===== src/rtl/cim_mac_seq.sv =====
// Sequenced signed 8x8 MAC engine with a level start / pulse done job handshake.
// Define CIM_MAC_SEQ_SPARSE_EN to enable activation-sparsity skipping and the skip-ratio stage.
module cim_mac_seq #(
  parameter int unsigned ACC_W = 32
) (
  input  logic             clk,
  input  logic             rst_n,
  input  logic             mac_start,
  output logic             mac_done,
  input  logic [31:0]      dim_m,
  input  logic [31:0]      dim_n,
  input  logic [31:0]      dim_k,
  input  logic             sparse_enable,
  input  logic [7:0]       sparse_threshold,
  input  logic             op_valid,
  output logic             op_ready,
  input  logic [7:0]       op_act,
  input  logic [7:0]       op_wt,
  output logic             res_valid,
  input  logic             res_ready,
  output logic [ACC_W-1:0] res_data,
  output logic [15:0]      sparse_total_ops,
  output logic [15:0]      sparse_skipped_ops,
  output logic [7:0]       sparse_ratio
);

  typedef enum logic [2:0] {StIdle, StRun, StOutput, StRatio, StDone, StRelease} state_e;

  state_e            state_q, state_d;
  logic [15:0]       m_q, n_q, k_q, k_cnt_q, total_q;
  logic [31:0]       out_cnt_q;
  logic [ACC_W-1:0]  acc_q;
  logic signed [15:0] prod;
  logic              start_job, op_fire, out_fire, last_op, last_out, skip;
  logic              unused;

  assign unused   = ^{dim_m[31:16], dim_n[31:16], dim_k[31:16]};
  assign prod     = $signed(op_act) * $signed(op_wt);
  assign op_fire  = (state_q == StRun) && op_valid;
  assign last_op  = (k_cnt_q + 16'd1) == k_q;
  assign last_out = (out_cnt_q + 32'd1) == (32'(m_q) * 32'(n_q));

  assign mac_done         = (state_q == StDone);
  assign op_ready         = (state_q == StRun);
  assign res_valid        = (state_q == StOutput);
  assign res_data         = acc_q;
  assign sparse_total_ops = total_q;

`ifdef CIM_MAC_SEQ_SPARSE_EN
  logic        sp_en_q, ratio_done, ratio_step;
  logic [7:0]  thr_q, ratio_q;
  logic [15:0] skipped_q;
  logic [22:0] rem_q;
  logic [8:0]  act_mag;

  // 9 bits so that |-128| is representable
  assign act_mag    = op_act[7] ? (9'd0 - {1'b1, op_act}) : {1'b0, op_act};
  assign skip       = sp_en_q && (act_mag < {1'b0, thr_q});
  assign ratio_step = rem_q >= 23'(total_q);
  assign ratio_done = (total_q == 16'd0) || !ratio_step;

  assign sparse_skipped_ops = skipped_q;
  assign sparse_ratio       = ratio_q;

  always_ff @(posedge clk or negedge rst_n) begin
    if (!rst_n) begin
      sp_en_q   <= 1'b0;
      thr_q     <= 8'd0;
      skipped_q <= 16'd0;
      rem_q     <= 23'd0;
      ratio_q   <= 8'd0;
    end else if (start_job) begin
      sp_en_q   <= sparse_enable;
      thr_q     <= sparse_threshold;
      skipped_q <= 16'd0;
      ratio_q   <= 8'd0;
    end else begin
      if (op_fire && skip && (skipped_q != 16'hFFFF)) skipped_q <= skipped_q + 16'd1;
      if (out_fire && last_out) rem_q <= 23'(skipped_q) * 23'd100;
      // Quotient by repeated subtraction; skipped <= total bounds it at 100 steps
      if ((state_q == StRatio) && mac_start && !ratio_done) begin
        rem_q   <= rem_q - 23'(total_q);
        ratio_q <= ratio_q + 8'd1;
      end
    end
  end
`else
  logic unused_sparse;

  assign unused_sparse      = ^{sparse_enable, sparse_threshold};
  assign skip               = 1'b0;
  assign sparse_skipped_ops = 16'd0;
  assign sparse_ratio       = 8'd0;
`endif

  always_ff @(posedge clk or negedge rst_n) begin
    if (!rst_n) state_q <= StIdle;
    else        state_q <= state_d;
  end

  always_comb begin
    state_d   = state_q;
    start_job = 1'b0;
    out_fire  = 1'b0;
    unique case (state_q)
      StIdle: begin
        if (mac_start) begin
          start_job = 1'b1;
          if ((dim_m[15:0] == 16'd0) || (dim_n[15:0] == 16'd0) || (dim_k[15:0] == 16'd0)) begin
            state_d = StDone;
          end else begin
            state_d = StRun;
          end
        end
      end
      StRun: begin
        if (!mac_start)             state_d = StIdle;
        else if (op_fire && last_op) state_d = StOutput;
      end
      StOutput: begin
        if (!mac_start) begin
          state_d = StIdle;
        end else if (res_ready) begin
          out_fire = 1'b1;
`ifdef CIM_MAC_SEQ_SPARSE_EN
          state_d  = last_out ? StRatio : StRun;
`else
          state_d  = last_out ? StDone : StRun;
`endif
        end
      end
`ifdef CIM_MAC_SEQ_SPARSE_EN
      StRatio: begin
        if (!mac_start)      state_d = StIdle;
        else if (ratio_done) state_d = StDone;
      end
`endif
      StDone:    state_d = StRelease;
      StRelease: if (!mac_start) state_d = StIdle;
      default:   state_d = StIdle;
    endcase
  end

  always_ff @(posedge clk or negedge rst_n) begin
    if (!rst_n) begin
      m_q       <= 16'd0;
      n_q       <= 16'd0;
      k_q       <= 16'd0;
      k_cnt_q   <= 16'd0;
      out_cnt_q <= 32'd0;
      acc_q     <= '0;
      total_q   <= 16'd0;
    end else if (start_job) begin
      m_q       <= dim_m[15:0];
      n_q       <= dim_n[15:0];
      k_q       <= dim_k[15:0];
      k_cnt_q   <= 16'd0;
      out_cnt_q <= 32'd0;
      acc_q     <= '0;
      total_q   <= 16'd0;
    end else begin
      if (op_fire) begin
        if (!skip) acc_q <= acc_q + ACC_W'(prod);
        if (total_q != 16'hFFFF) total_q <= total_q + 16'd1;
        k_cnt_q <= last_op ? 16'd0 : k_cnt_q + 16'd1;
      end
      if (out_fire) begin
        acc_q     <= '0;
        out_cnt_q <= out_cnt_q + 32'd1;
      end
    end
  end

endmodule


===== config.mk =====
export PLATFORM = sky130hd
export DESIGN_NAME = cim_mac_seq
export DESIGN_NICKNAME = d
export VERILOG_FILES = /design/src/rtl/cim_mac_seq.sv
export SDC_FILE = /design/constraint.sdc
export NUM_CORES = 1
export LEC_CHECK = 0
export CAP_MARGIN = 20
export CORE_MARGIN = 5
export CORE_UTILIZATION = 55
export CTS_CLUSTER_DIAMETER = 50
export DETAILED_ROUTE_END_ITERATION = 8
export PLACE_DENSITY = 0.84
export SYNTH_ARGS = -nofsm -noshare
export SYNTH_HDL_FRONTEND = slang
export SYNTH_SLANG_ARGS = --single-unit

===== constraint.sdc =====
create_clock -name clk -period 7.63 [get_ports clk]
set_input_delay 1.526 -clock clk [delete_from_list [all_inputs] [get_ports clk]]
set_output_delay 1.526 -clock clk [all_outputs]
set_load 0.1 [all_outputs]

* Word-level counts from Yosys, hierarchy flattened
Cells that the tools add are included. W data, S select, Z words.
Storage, ports and cells: output and inout bits 75, input bits 126, register bits after elaboration 147, word-level logic and storage cells 64
Operators by class: $add $sub $neg 4, eq/ne operators 11, reductions and logical operators 14, multipliers 2, mux-type cells 25
Operators with widths (count):
- $mux W32 | 5
- $mux W16 | 6
- $logic_not A16 Y1 | 3
- $add A16 B1 Y16 const B | 2
- $add A32 B1 Y32 const B | 1
- $add A32 B32 Y32 | 1
- $eq A32 B32 Y1 | 1
- $mul A16 B16 Y32 | 1
- $mux W3 | 8
- $eq A16 B16 Y1 | 1
- $mul A8 B8 Y16 | 1
- $ne A16 B16 Y1 const B | 1
- $pmux W3 S5 | 1
- $eq A3 B3 Y1 const B | 2
- $ne A3 B2 Y1 const B | 2
- $reduce_bool A2 Y1 | 3
- $mux W1 | 5
- $ne A2 B2 Y1 const B | 2
- $reduce_and A4 Y1 | 1
- $eq A3 B1 Y1 const B | 1
- $eq A3 B2 Y1 const B | 1
- $logic_not A3 Y1 | 1
- $reduce_bool A3 Y1 | 1
- $logic_and A1 B1 Y1 | 2
- 2 further kinds | 3

* Longest topological paths before layout
word-level depth 6, mapped depth 31, depth with buffers taken out 31

* Worst setup path before layout
OpenSTA, ideal clock, no wires.
path kind input to register, start input port op_wt[6], end register acc_q[31] (netlist: res_data[31]), data arrival time 7.609 ns, slack -0.141 ns, cell stages on the path 25, path buffers 1, library setup time 0.162 ns, cells stage by stage clkbuf_1 nand2_1 fa_1 fa_1 inv_1 fa_1 inv_1 fa_1 inv_1 ha_1 nor2b_1 o211ai_1 nand2_1 a41oi_1 a21oi_1 xnor2_1 ha_1 a21o_1 a2111oi_0 a211oi_1 o32ai_1 o21ai_1 xnor2_1 o211ai_1 o31ai_1
Between the ends: word-level cells in the longest chain between the ends 5
RTL lines:
- start: declaration | RTL line 18 | input logic [7:0] op_wt,
- $mul A8 B8 Y16 | RTL line 38 | assign prod = $signed(op_act) * $signed(op_wt);
- $add A32 B32 Y32 | RTL line 163 | if (!skip) acc_q <= acc_q + ACC_W'(prod);
- $mux W32 | RTL line 162 | if (op_fire) begin
- $mux W32 | RTL line 167 | if (out_fire) begin
- $mux W32 | RTL line 153 | end else if (start_job) begin
- end signal: assignment | RTL line 163
- end: declaration | RTL line 32 | logic [ACC_W-1:0] acc_q;
No other way between the ends. The select of a mux whose other input is x is not followed. A chain may end at the register's enable or synchronous reset.

* Worst setup path after layout
start input port op_wt[2], end register acc_q[31] (netlist: res_data[31])
Same word-level chain as after synthesis.

==> flow_summary_export.csv <==
group,metric,value,unit
final_layout,diodes,0,
setup_path,arrival,7.72,ns
sta,fin_skew,0.0140,ns
setup_path,r2r_start,"m_q[7]$_DFFE_PN0P_",
setup_path,critPathLaunchType,"primary input",
detailed_routing,dr.pass1.iters,8,
sta,fin_ws,0.222,ns
synth,synth_edf_count,0,
global_route,met2_usage,43.5,%
placement,dpl.cell_count,2900,
clock_network,numCtsBuffers,17,
global_route,grt.busiest_layer,"met2",
global_route,met1_usage,32.2,%
placement,place.gp.congestion,0.896,
synth,synthAdderAreaFrac,35.4,%
setup_path,slowest_delay,0.54,ns
synth,synth_compound_area_share,10.5,%
setup_path,path_max_fanout,5,
placement,port_buffers,119,
detailed_routing,wl_per_cell,17.4,um
setup_path,critPathSlowestCell,"fa_1",
synth,synth_top_area_share,24.9,%
clock_network,cts.path.max_buffers,2,
synth,synth_xor_area_share,6.97,%
synth,ys_types,80,
sta,finalMaxSlewViolations,0,
detailed_routing,dr.first_iter.drc_count,1398,
final_layout,fin_area,22900,sq um
synth,yosysWarnings,0,
setup_path,cp_common_cell,"fa_1",
outcome,status,"completed",
setup_path,crit_family,"adder cells",
setup_path,crit_path_start,"op_wt[2]",
floorplanning,core_area,36300,sq um
synth,async_flop_share,100,%
global_route,grt_util_met3,5.78,%
setup_path,cp-end-kind,"flop",
clock_network,tritoncts,"built",
clock_network,root_buffer,"clkbuf_16",
final_layout,syn2layout_area_growth,14.3,%
sta,timing.fmax,0.135,GHz
synth,syn_inst,2308,
sta,finalCritPeriodShare,97.1,%
setup_path,endpoint,"res_data[31]$_DFFE_PN0P_",
floorplanning,rows,70,
sta,slew-limit-headroom,28.4,%
synth,syn_area_per_cell,8.69,sq um
synth,ys_dominant_reg_cell,"dfrtp_1",
detailed_routing,ant_nets,0,
min_path,hold_class,"reg2reg",
global_route,track_usage,25.6,%
synth,synth.area.top_cells,"fa_1 25%, dfrtp_1 18%, ha_1 10%",
final_layout,finalNonFillerCells,2941,
floorplanning,fp.dieW,201,um
detailed_routing,wirelength,51.3,mm
setup_path,r2r_slack,0.34,ns
setup_path,reg2reg_depth,20,
setup_path,required,7.94,ns
synth,synthMuxAreaShare,0.262,%
floorplanning,fp.dieArea,40400,sq um
final_layout,utilization,63.1,%
final_layout,fin_nets,3003,
floorplanning,dieHeight,201,um
placement,dpl_cell_area,22100,sq um
global_route,grt.overflow.total,0,
detailed_routing,viasPerCell,5.75,
synth,synth_area,20100,sq um
global_route,grt_pass1_wl,86.9,mm
setup_path,cp.buffers_inverters,5,
placement,dp_slack,-0.708,ns
clock_network,clk_pin_slew,0.07,ns
floorplanning,initial_core_util,55.2,%
clock_network,cts_max_level,4,
synth,synthSimpleGateAreaFrac,20.7,%
final_layout,drive_gt1_share,7.93,%
global_route,grt_max_degree,86,
clock_network,hold_buffers,0,
global_route,grt_pass1_vias,18100,
setup_path,cp.depth,30,
run,cap_violations,0,
sta,fin_crit,7.41,ns
placement,hpwl,39.1,mm
setup_path,critPathKind,"in2reg",
clock_network,clock_sinks,147,
global_route,antenna_found_initial,0,
sta,setup_viol,0,
sta,hold_viol,0,
synth,yosysSeqAreaShare,18.3,%
synth,synth_top_cell_by_area,"fa_1",
sta,tightest_slew,1.07,ns
setup_path,r2r_end,"state_q[2]$_DFFE_PN0P_",
clock_network,insertion_delay,0.45,ns
synth,synth_top_family_by_area,"adder cells",
detailed_routing,drc,0,
synth,synth-seq-cells,147,
floorplanning,io_pins,201,
detailed_routing,num_vias,16900,
[logic make-up (layout without fill, tap and decap cells)]
| kind of cell | after synthesis | in the layout |
|---|---|---|
| flops | 147 | 147 |
| buf+inv | 390 | 532 |
| simple gates | 863 | 863 |
| other cells | 1 | 24 |
| xor+xnor | 158 | 158 |
| compound gates | 327 | 327 |
| mux | 5 | 5 |
| fa+ha+maj | 417 | 417 |
[flip-flops by register name (all words and copies together) (netlist names)]
| name | count |
|---|---|
| k_cnt_q | 16 |
| k_q | 16 |
| m_q | 16 |
| n_q | 16 |
| out_cnt_q | 32 |
| res_data | 32 |
| sparse_total_ops | 16 |
| state_q | 3 |
[metrics by stage]
step	hold slack (ns)	TNS (ns)
finish	0.486	0
global route	0.514	-0.0951
CTS	0.490	0
detailed placement	0.478	-5.06
global placement	0.475	-3.72
floorplan	0.465	0
[what timing repair did]
action,CTS,global route
setup buffers,2,6
pin swaps,4,23
endpoints found under the hold margin,0,0
resized for setup,16,35
setup endpoints to repair,6,8
[cell usage after synthesis (all sizes together) (3+ instances only)]
cell and number:
o41ai 3, o21ai 126, nand4 27, clkbuf 79
o21a 10, mux2i 3, nor4 22, and3 19
and4 12, a2111oi 3, o31a 4, o31ai 27
nand2b 24, a21oi 59, nor3 24, a211oi 8
nor2b 17, or3 8, buf 39, nand3 55
dfrtp 147, o32ai 3, o211ai 9, inv 272
nand2 428, ha 167, nor3b 3, xor2 55
nor2 73, xnor2 103, a21o 23, a21boi 3
and2 144, fa 250, a31oi 11, o2111ai 4
o21bai 15
[worst min-delay path by stage]
stage                          endpoint  cells past startpoint                startpoint
5_1_grt        res_data[31]$_DFFE_PN0P_                      1  res_data[31]$_DFFE_PN0P_
4_1_cts        res_data[31]$_DFFE_PN0P_                      1  res_data[31]$_DFFE_PN0P_
6_report       res_data[31]$_DFFE_PN0P_                      1  res_data[31]$_DFFE_PN0P_
3_3_place_gp   res_data[31]$_DFFE_PN0P_                      1  res_data[31]$_DFFE_PN0P_
2_1_floorplan       k_q[15]$_DFFE_PN0P_                      2       k_q[15]$_DFFE_PN0P_
3_5_place_dp   res_data[31]$_DFFE_PN0P_                      1  res_data[31]$_DFFE_PN0P_
[layer usage]
layer  vias to the layer above  part of all wire, %
li1                       7734                    -
met1                      8264                   40
met2                       733                   49
met3                       177                  7.9
met4                         0                  3.6
met5                         -                    0
[layout make-up]
cell class	count	area (sq um)
Inverter	272	1020
Clock inverter	13	116
Multi-Input combinational cell	1794	15100
Fill cell	2826	13400
Clock buffer	19	453
Timing Repair Buffer	228	2020
Tap cell	468	586
Sequential cell	147	3680
[layout by cell type, fill, tap and decap left out, drive strengths merged, types with 55 or more instances in the layout]
master         synthesis  layout
xnor2                103     103
nand2                428     428
a21oi                 59      59
clkdlybuf4s50          0     102
xor2                  55      55
dfrtp                147     147
fa                   250     250
inv                  272     280
ha                   167     167
buf                   39     110
nand3                 55      55
o21ai                126     126
nor2                  73      73
and2                 144     144
[worst reg2reg max path, cell delays in order (launching register included)]
cell,delay (ns)
dfrtp_1,0.88
nand2_1,0.20
fa_1,0.59
fa_1,0.43
fa_1,0.51
fa_1,0.59
fa_1,0.44
fa_1,0.50
inv_1,0.04
ha_1,0.36
and3_1,0.24
a221oi_1,0.26
a21bo_2,0.29
a311oi_2,0.40
o21ai_1,0.15
xnor2_1,0.15
nor4_1,0.25
and4_1,0.23
nand4_1,0.18
nor4_2,0.39
a21o_1,0.17
Power is left out: the tool's default activity adds up to more than one toggle a clock period on the data nets, which glitch-free logic cannot reach.
